**config.mk**
```make
export PLATFORM = sky130hd
export DESIGN_NAME = prog_loader
export DESIGN_NICKNAME = d
export VERILOG_FILES = /design/src/rtl/prog_loader.sv
export SDC_FILE = /design/constraint.sdc
export NUM_CORES = 1
export LEC_CHECK = 0
export BUFFER_PORTS_ARGS = -buffer_cell sky130_fd_sc_hd__buf_2
export CORE_MARGIN = 4
export CORE_UTILIZATION = 50
export DETAILED_ROUTE_END_ITERATION = 16
export PLACE_DENSITY = 0.73
export SLEW_MARGIN = 20
export SYNTH_ARGS = -nofsm -noshare
export SYNTH_HDL_FRONTEND = slang
export SYNTH_SLANG_ARGS = --single-unit
export TNS_END_PERCENT = 100
```
**constraint.sdc**
```tcl
create_clock -name clk -period 3.3 [get_ports clk]
set_clock_uncertainty 0.05 [all_clocks]
set_input_delay 0.165 -clock clk [delete_from_list [all_inputs] [get_ports clk]]
set_output_delay 0.165 -clock clk [all_outputs]
set_load 0.005 [all_outputs]
```
**src/rtl/prog_loader.sv**
```systemverilog
// Boot loader: packs a big-endian byte stream into 32-bit words, writes them to
// instruction memory from address 0 upward, and holds the CPU in reset until done.
module prog_loader #(
    parameter int ADDR_WIDTH = 9
) (
    input  logic                  clk,
    input  logic                  reset,
    input  logic                  start,
    input  logic                  byte_valid,
    input  logic [7:0]            byte_data,
    input  logic                  byte_last,
    output logic                  byte_ready,
    output logic                  mem_we,
    output logic [ADDR_WIDTH-1:0] mem_addr,
    output logic [31:0]           mem_wdata,
    output logic                  cpu_hold,
    output logic                  done,
    output logic                  error,
    output logic [ADDR_WIDTH-2:0] word_count
);

    typedef enum logic [2:0] {
        S_IDLE,
        S_LOAD,
        S_WRITE,
        S_DONE,
        S_ERR
    } state_t;

    // Highest word-aligned address; writing here means memory is full.
    localparam logic [ADDR_WIDTH-1:0] LAST_ADDR = {{(ADDR_WIDTH-2){1'b1}}, 2'b00};

    state_t                state_reg;
    logic [ADDR_WIDTH-1:0] addr_reg;
    logic [23:0]           word_reg;
    logic [1:0]            idx_reg;
    logic                  last_flag_reg;
    logic                  byte_ready_reg;
    logic                  mem_we_reg;
    logic [ADDR_WIDTH-1:0] mem_addr_reg;
    logic [31:0]           mem_wdata_reg;
    logic                  cpu_hold_reg;
    logic                  done_reg;
    logic                  error_reg;
    logic [ADDR_WIDTH-2:0] word_count_reg;

    logic [31:0] word_next;
    logic        restart;

    assign word_next = {word_reg, byte_data};
    assign restart   = start && (state_reg == S_IDLE || state_reg == S_DONE || state_reg == S_ERR);

    always_ff @(posedge clk or posedge reset) begin
        if (reset) begin
            state_reg      <= S_IDLE;
            addr_reg       <= '0;
            word_reg       <= '0;
            idx_reg        <= '0;
            last_flag_reg  <= 1'b0;
            byte_ready_reg <= 1'b0;
            mem_we_reg     <= 1'b0;
            mem_addr_reg   <= '0;
            mem_wdata_reg  <= '0;
            cpu_hold_reg   <= 1'b1;
            done_reg       <= 1'b0;
            error_reg      <= 1'b0;
            word_count_reg <= '0;
        end else begin
            case (state_reg)
                S_IDLE, S_DONE, S_ERR: begin
                    if (restart) begin
                        state_reg      <= S_LOAD;
                        addr_reg       <= '0;
                        idx_reg        <= '0;
                        word_count_reg <= '0;
                        byte_ready_reg <= 1'b1;
                        cpu_hold_reg   <= 1'b1;
                        done_reg       <= 1'b0;
                        error_reg      <= 1'b0;
                    end
                end
                S_LOAD: begin
                    // byte_ready is always high here, so byte_valid alone means acceptance.
                    if (byte_valid) begin
                        word_reg <= word_next[23:0];
                        idx_reg  <= idx_reg + 2'd1;
                        if (idx_reg == 2'd3) begin
                            state_reg      <= S_WRITE;
                            last_flag_reg  <= byte_last;
                            byte_ready_reg <= 1'b0;
                            mem_we_reg     <= 1'b1;
                            mem_addr_reg   <= addr_reg;
                            mem_wdata_reg  <= word_next;
                        end else if (byte_last) begin
                            state_reg      <= S_ERR;
                            byte_ready_reg <= 1'b0;
                            error_reg      <= 1'b1;
                        end
                    end
                end
                S_WRITE: begin
                    mem_we_reg     <= 1'b0;
                    addr_reg       <= addr_reg + ADDR_WIDTH'(4);
                    word_count_reg <= word_count_reg + (ADDR_WIDTH-1)'(1);
                    if (last_flag_reg) begin
                        state_reg    <= S_DONE;
                        done_reg     <= 1'b1;
                        cpu_hold_reg <= 1'b0;
                    end else if (addr_reg == LAST_ADDR) begin
                        state_reg <= S_ERR;
                        error_reg <= 1'b1;
                    end else begin
                        state_reg      <= S_LOAD;
                        byte_ready_reg <= 1'b1;
                    end
                end
                default: begin
                    state_reg <= S_IDLE;
                end
            endcase
        end
    end

    assign byte_ready = byte_ready_reg;
    assign mem_we     = mem_we_reg;
    assign mem_addr   = mem_addr_reg;
    assign mem_wdata  = mem_wdata_reg;
    assign cpu_hold   = cpu_hold_reg;
    assign done       = done_reg;
    assign error      = error_reg;
    assign word_count = word_count_reg;

endmodule

```
**Word-level counts from Yosys, hierarchy flattened**

Cells that the tools add are included.

- Bits in registers: 93
- Output and inout port bits: 54
- Logic and storage cells: 85
- Bits of input ports: 13

- Muxes and demuxes: 35
- $add $sub $neg: 3
- Reduce and logical (&&, ||, !) cells: 18
- Equality and inequality tests: 16

Operators by type and width:

| cell | number |
|---|---|
| 3-bit two-way mux | 6 |
| 2-bit inequality test (second input constant) | 9 |
| 9-bit case mux with 2 select lines | 1 |
| 1-bit two-way mux | 16 |
| 8-bit case mux with 2 select lines | 1 |
| 3-bit AND reduction | 5 |
| 9-bit by 3-bit adder with 9-bit output (second input constant) | 1 |
| 9-bit equality test (second input constant) | 1 |
| 9-bit two-way mux | 1 |
| 3-bit case mux with 3 select lines | 1 |
| 8-bit by 1-bit adder with 8-bit output (second input constant) | 1 |
| 8-bit two-way mux | 1 |
| 7-bit AND reduction | 1 |
| 3-bit by 2-bit equality test with 1-bit output (second input constant) | 2 |
| 1-bit case mux with 2 select lines | 3 |
| 1-bit case mux with 3 select lines | 2 |
| 6-bit AND reduction | 1 |
| 2-bit nonzero test | 3 |
| 2-bit two-way mux | 2 |
| 2-bit case mux with 2 select lines | 1 |
| 2-bit AND reduction | 2 |
| 3-bit by 1-bit equality test with 1-bit output (second input constant) | 1 |
| 3-bit equality test (second input constant) | 1 |
| 3-bit logical NOT | 1 |
| other kinds (7) | 8 |

**Logic depth before layout (Yosys ltp)**

- Depth in word-level cells: 6
- Mapped depth: 6
- Depth with buffers taken out: 5

**Worst setup path after synthesis**

Ideal clock, no wire load.

- Kind: reg2reg
- From: register state_reg[0]
- To: register addr_reg[8]
- Cell stages (with the launch flop): 6
- Arrival: 1,397 ps
- Buffers on the path: 1
- Setup time: 120 ps
- Data required time: 3,130 ps
- Setup slack: 1,732 ps
- Period minus slack after synthesis: 1,568 ps
- Cell sequence: dfrtp_1 -> or3b_1 -> buf_2 -> or3_4 -> nand3_2 -> o21ai_2

- Cells in the longest elaborated chain, start to end: 6
- Elaborated cells between the ends (all ways): 12
- Those cells by class: 4 x eq/ne; 1 x mux; 7 x reduce/logical

Ends and longest elaborated chain:

| element | RTL line | source |
|---|---|---|
| start: declaration | 33 | `state_t state_reg;` |
| start signal: assignment | 55 | `state_reg <= S_IDLE;` |
| start signal: assignment | 72 | `state_reg <= S_LOAD;` |
| start signal: assignment | 88 | `state_reg <= S_WRITE;` |
| 3-bit by 2-bit equality test with 1-bit output or 3-bit logical NOT (tied branches) | 51, 69 |  |
| 1-bit logical OR (2 in a row) | 51 | `assign restart = start && (state_reg == S_IDLE \|\| state_reg == S_DONE \|\| state_reg == S_ERR);` |
| 1-bit logical AND | 51 |  |
| 2-bit inequality test (no line) | - |  |
| 2-bit AND reduction (no line) | - |  |
| end signal: assignment | 103 | `addr_reg <= addr_reg + ADDR_WIDTH'(4);` |
| end: declaration | 34 | `logic [ADDR_WIDTH-1:0] addr_reg;` |

Several ways; a longest one is shown, not always the timed one.
A chain may end at the register's enable or synchronous reset.

**Worst setup path in the final report**

- From: register state_reg[0]
- To: register mem_wdata_reg[13] (netlist: mem_wdata[13])

- Cells in the longest elaborated chain, start to end: 2

Ends and longest elaborated chain:

| element | RTL line | source |
|---|---|---|
| 3-bit by 1-bit equality test with 1-bit output | 69 | `case (state_reg)` |
| 3-bit AND reduction (no line) | - |  |
| end signal: assignment | 93 | `mem_wdata_reg <= word_next;` |
| end: declaration | 41 | `logic [31:0] mem_wdata_reg;` |

Every way passes these cells.

==> results.md <==
- Status: finished clean
- Post-CTS resize count: 0
- Warnings from Yosys: 0
- Crit-path cells: nand3b_1 -> nor2_2 -> buf_4 -> nand2_2 -> buf_4 -> mux2_2
- Max capacitance violation total: 0
- Worst hold slack: 16.2 ps
- Synthesis-stage register bit count: 89
- Area of the core: 7250 µm²
- Iter 0 DRT Violations: 123
- Overall die width: 94.3 µm
- Crit share post-route: 67.4%
- Most Crowded Layer GR: met2
- Congestion Overflow GR: 0
- Worst-Margin Slew: 755 ps
- Max FFs per register: 32
- Antenna viol nets, final: 0
- Critical path class: reg2reg
- Met1 usage: 22.6%
- Leak Pwr: 2.17 nW
- Post-synthesis sequential area ratio: 59.8%
- Die Y: 94.3 µm
- Setup slack, reg-to-reg: 1070 ps
- Vias in the first global route: between 2,000 and 2,500
- Mapped Area: 3720 µm²
- Area leader, netlist: dfrtp_1
- Reg2reg start: state_reg[0]
- CP Data Arrival Time: 2410 ps
- HP Class: in2reg
- Avg Vias per Cell: approximately 5.3
- Area growth syn-to-layout: 18.3%
- Startpoint Class: register
- Max-slew headroom: 49.6%
- Die area: 8890 µm²
- Unique masters post-synth: 43
- Initial antenna violation count: 0
- Reg2reg end: mem_wdata[13]
- TritonCTS clock tree: yes
- Routed via count: 2,435
- Final setup viols: 0
- Clock Latency Late Sink: 350 ps
- Met2 Use GR: between 20% and 30%
- Largest cells by area after synthesis: dfrtp_1, mux2_1, mux2_2
- Post-DR wirelength/cell: between 15 and 20 µm
- Post-Route WL: roughly 7.1 mm
- Most common cell after layout, fill and taps aside: dfrtp_1
- ANT cells: 0
- Max Clock Freq: 449 MHz
- HPWL Detailed: 4.80 mm
- Buffers on Ports: 64
- Final min period: between 2000 and 2500 ps
- Crit end category: register
- Initial core utilization: 51.3%
- DRC violations left: 0
- M3 GR Usage: 3.37%
- Power Density: about 800 nW/µm²
- Final Hold Viols: 0
- # hold bufs at CTS: 8
- Fin. max-slew vios: 0
- Ratio of cells with drive above 1 in the final layout: between 30% and 40%
- Top FF cell, synth: dfrtp_1
- Ports: 67
- Clock buffer depth: 2
- Num CTS Buffers: 9
- Critical path required time: 3480 ps
- CP max FO: 27
- Worst Reg2Reg Path Length in Cells: 6
- Setup bufs post-CTS: 0
- Hold Crit Start: byte_data[4]
- Commonest cells after routing, fill and taps aside: dfrtp_1, buf_2, mux2_1
- Peak VDD IR: about 0.46 mV
- Largest net degree at the start of global routing: 37
- Routability cong.: 0.856
- Unrepaired setup endpoints after global routing: false
- First-pass GRT wire length: 12.0 mm
- Setup TNS: 0 ps
- Worst hold endpoint: mem_wdata[4]
- Ys async rst share: 100%
- Syn Area/Cell: 13.0 µm²
- Fin nets: 375
- Post-synth top area share: 59.1%
- TritonRoute pass-1 iters: 4
- CTS Sinks: 89
- Clk slew on worst S/H paths: 80 ps
- Clock Tree Root: clkbuf_8
- Row count: 31
- Cells after Synth: 286
- EDFF count, synth: 0
- Max stage delay cell, worst path: dfrtp_1
- CTS H-tree lvls: 3
- Min-Delay Path Depth: 2
- Max incr delay on CP: 520 ps
- Total track usage: 17.4%
- Most used cell, CP: buf_4
-- worst max-delay path: cells and delay by family, from the launching register on --
| family | cells | cell delay [ps] |
|---|---|---|
| buffers and inverters | 2 | 600 |
| and+or+nand+nor | 3 | 540 |
| DFF | 1 | 520 |
| muxes | 1 | 380 |
-- power breakdown --
| part | leakage (nW) | switching [mW] | internal, mW |
|---|---|---|---|
| combinational | 0.934 | 0.425 | 0.547 |
| clock | 0.103 | 0.390 | 0.379 |
| sequential | 1.13 | 0.315 | 1.53 |
-- metal layers --
metal	share of wire, %	wire length, µm	vias to the layer above
met4	1.5	109	0
li1	-	-	1147
met3	4.0	282	10
met5	0	0	-
met2	50	3500	45
met1	45	3160	1233
-- kinds of logic after synthesis --
group | Yosys count | synth area share, %
AO/OA/AOI/OAI | 36 | 5.85
XOR/XNOR | 2 | 0.471
adder cells (fa/ha/maj) | 4 | 1.34
buffers and inverters | 21 | 2.96
flip-flops | 89 | 59.8
multiplexers | 67 | 20.2
other | 1 | 0.101
AND/OR/NAND/NOR | 66 | 9.27
-- worst max-delay path by stage --
stage | from | to | cells past startpoint
after floorplan | reset | addr_reg[2] | 1
after global placement | state_reg[0] | mem_wdata[10] | 6
after detailed placement | state_reg[0] | mem_wdata[13] | 6
after CTS | state_reg[0] | mem_wdata[13] | 6
after global routing | state_reg[0] | mem_addr[6] | 6
final | state_reg[0] | mem_wdata[13] | 6
-- cell type report --
| cell class | count | area [µm²] |
|---|---|---|
| multi-input cells | 177 | 1390 |
| fillers | 608 | 2850 |
| clock buffers | 10 | 138 |
| well taps | 99 | 124 |
| clock inverters | 6 | 72.6 |
| repair buffers | 76 | 430 |
| inverters | 5 | 20.0 |
| flip-flops and latches | 89 | 2230 |
-- cell usage after synthesis (all sizes together) (2+ instances only) --
cell	instances
a21boi	2
o21ai	18
inv	5
nor2	13
a21oi	6
nand4	3
nand2	18
xor2	2
mux2	64
dfrtp	88
mux2i	3
nand3b	2
buf	14
and3b	2
clkbuf	2
nor3b	2
nor3	2
a31oi	4
ha	4
nand3	18
-- through the flow --
stage	instances	setup slack [ps]	area, µm²	power, mW	util, %
6_report	462	1070	4400	3.58	60.7
5_1_grt	462	904	4400	3.85	60.7
4_1_cts	462	1040	4400	3.63	60.7
3_5_place_dp	438	1040	4110	2.85	56.7
3_3_place_gp	438	1130	4110	2.78	56.7
2_1_floorplan	287	780	3730	2.42	-
(Power assumes the default switching activity.)
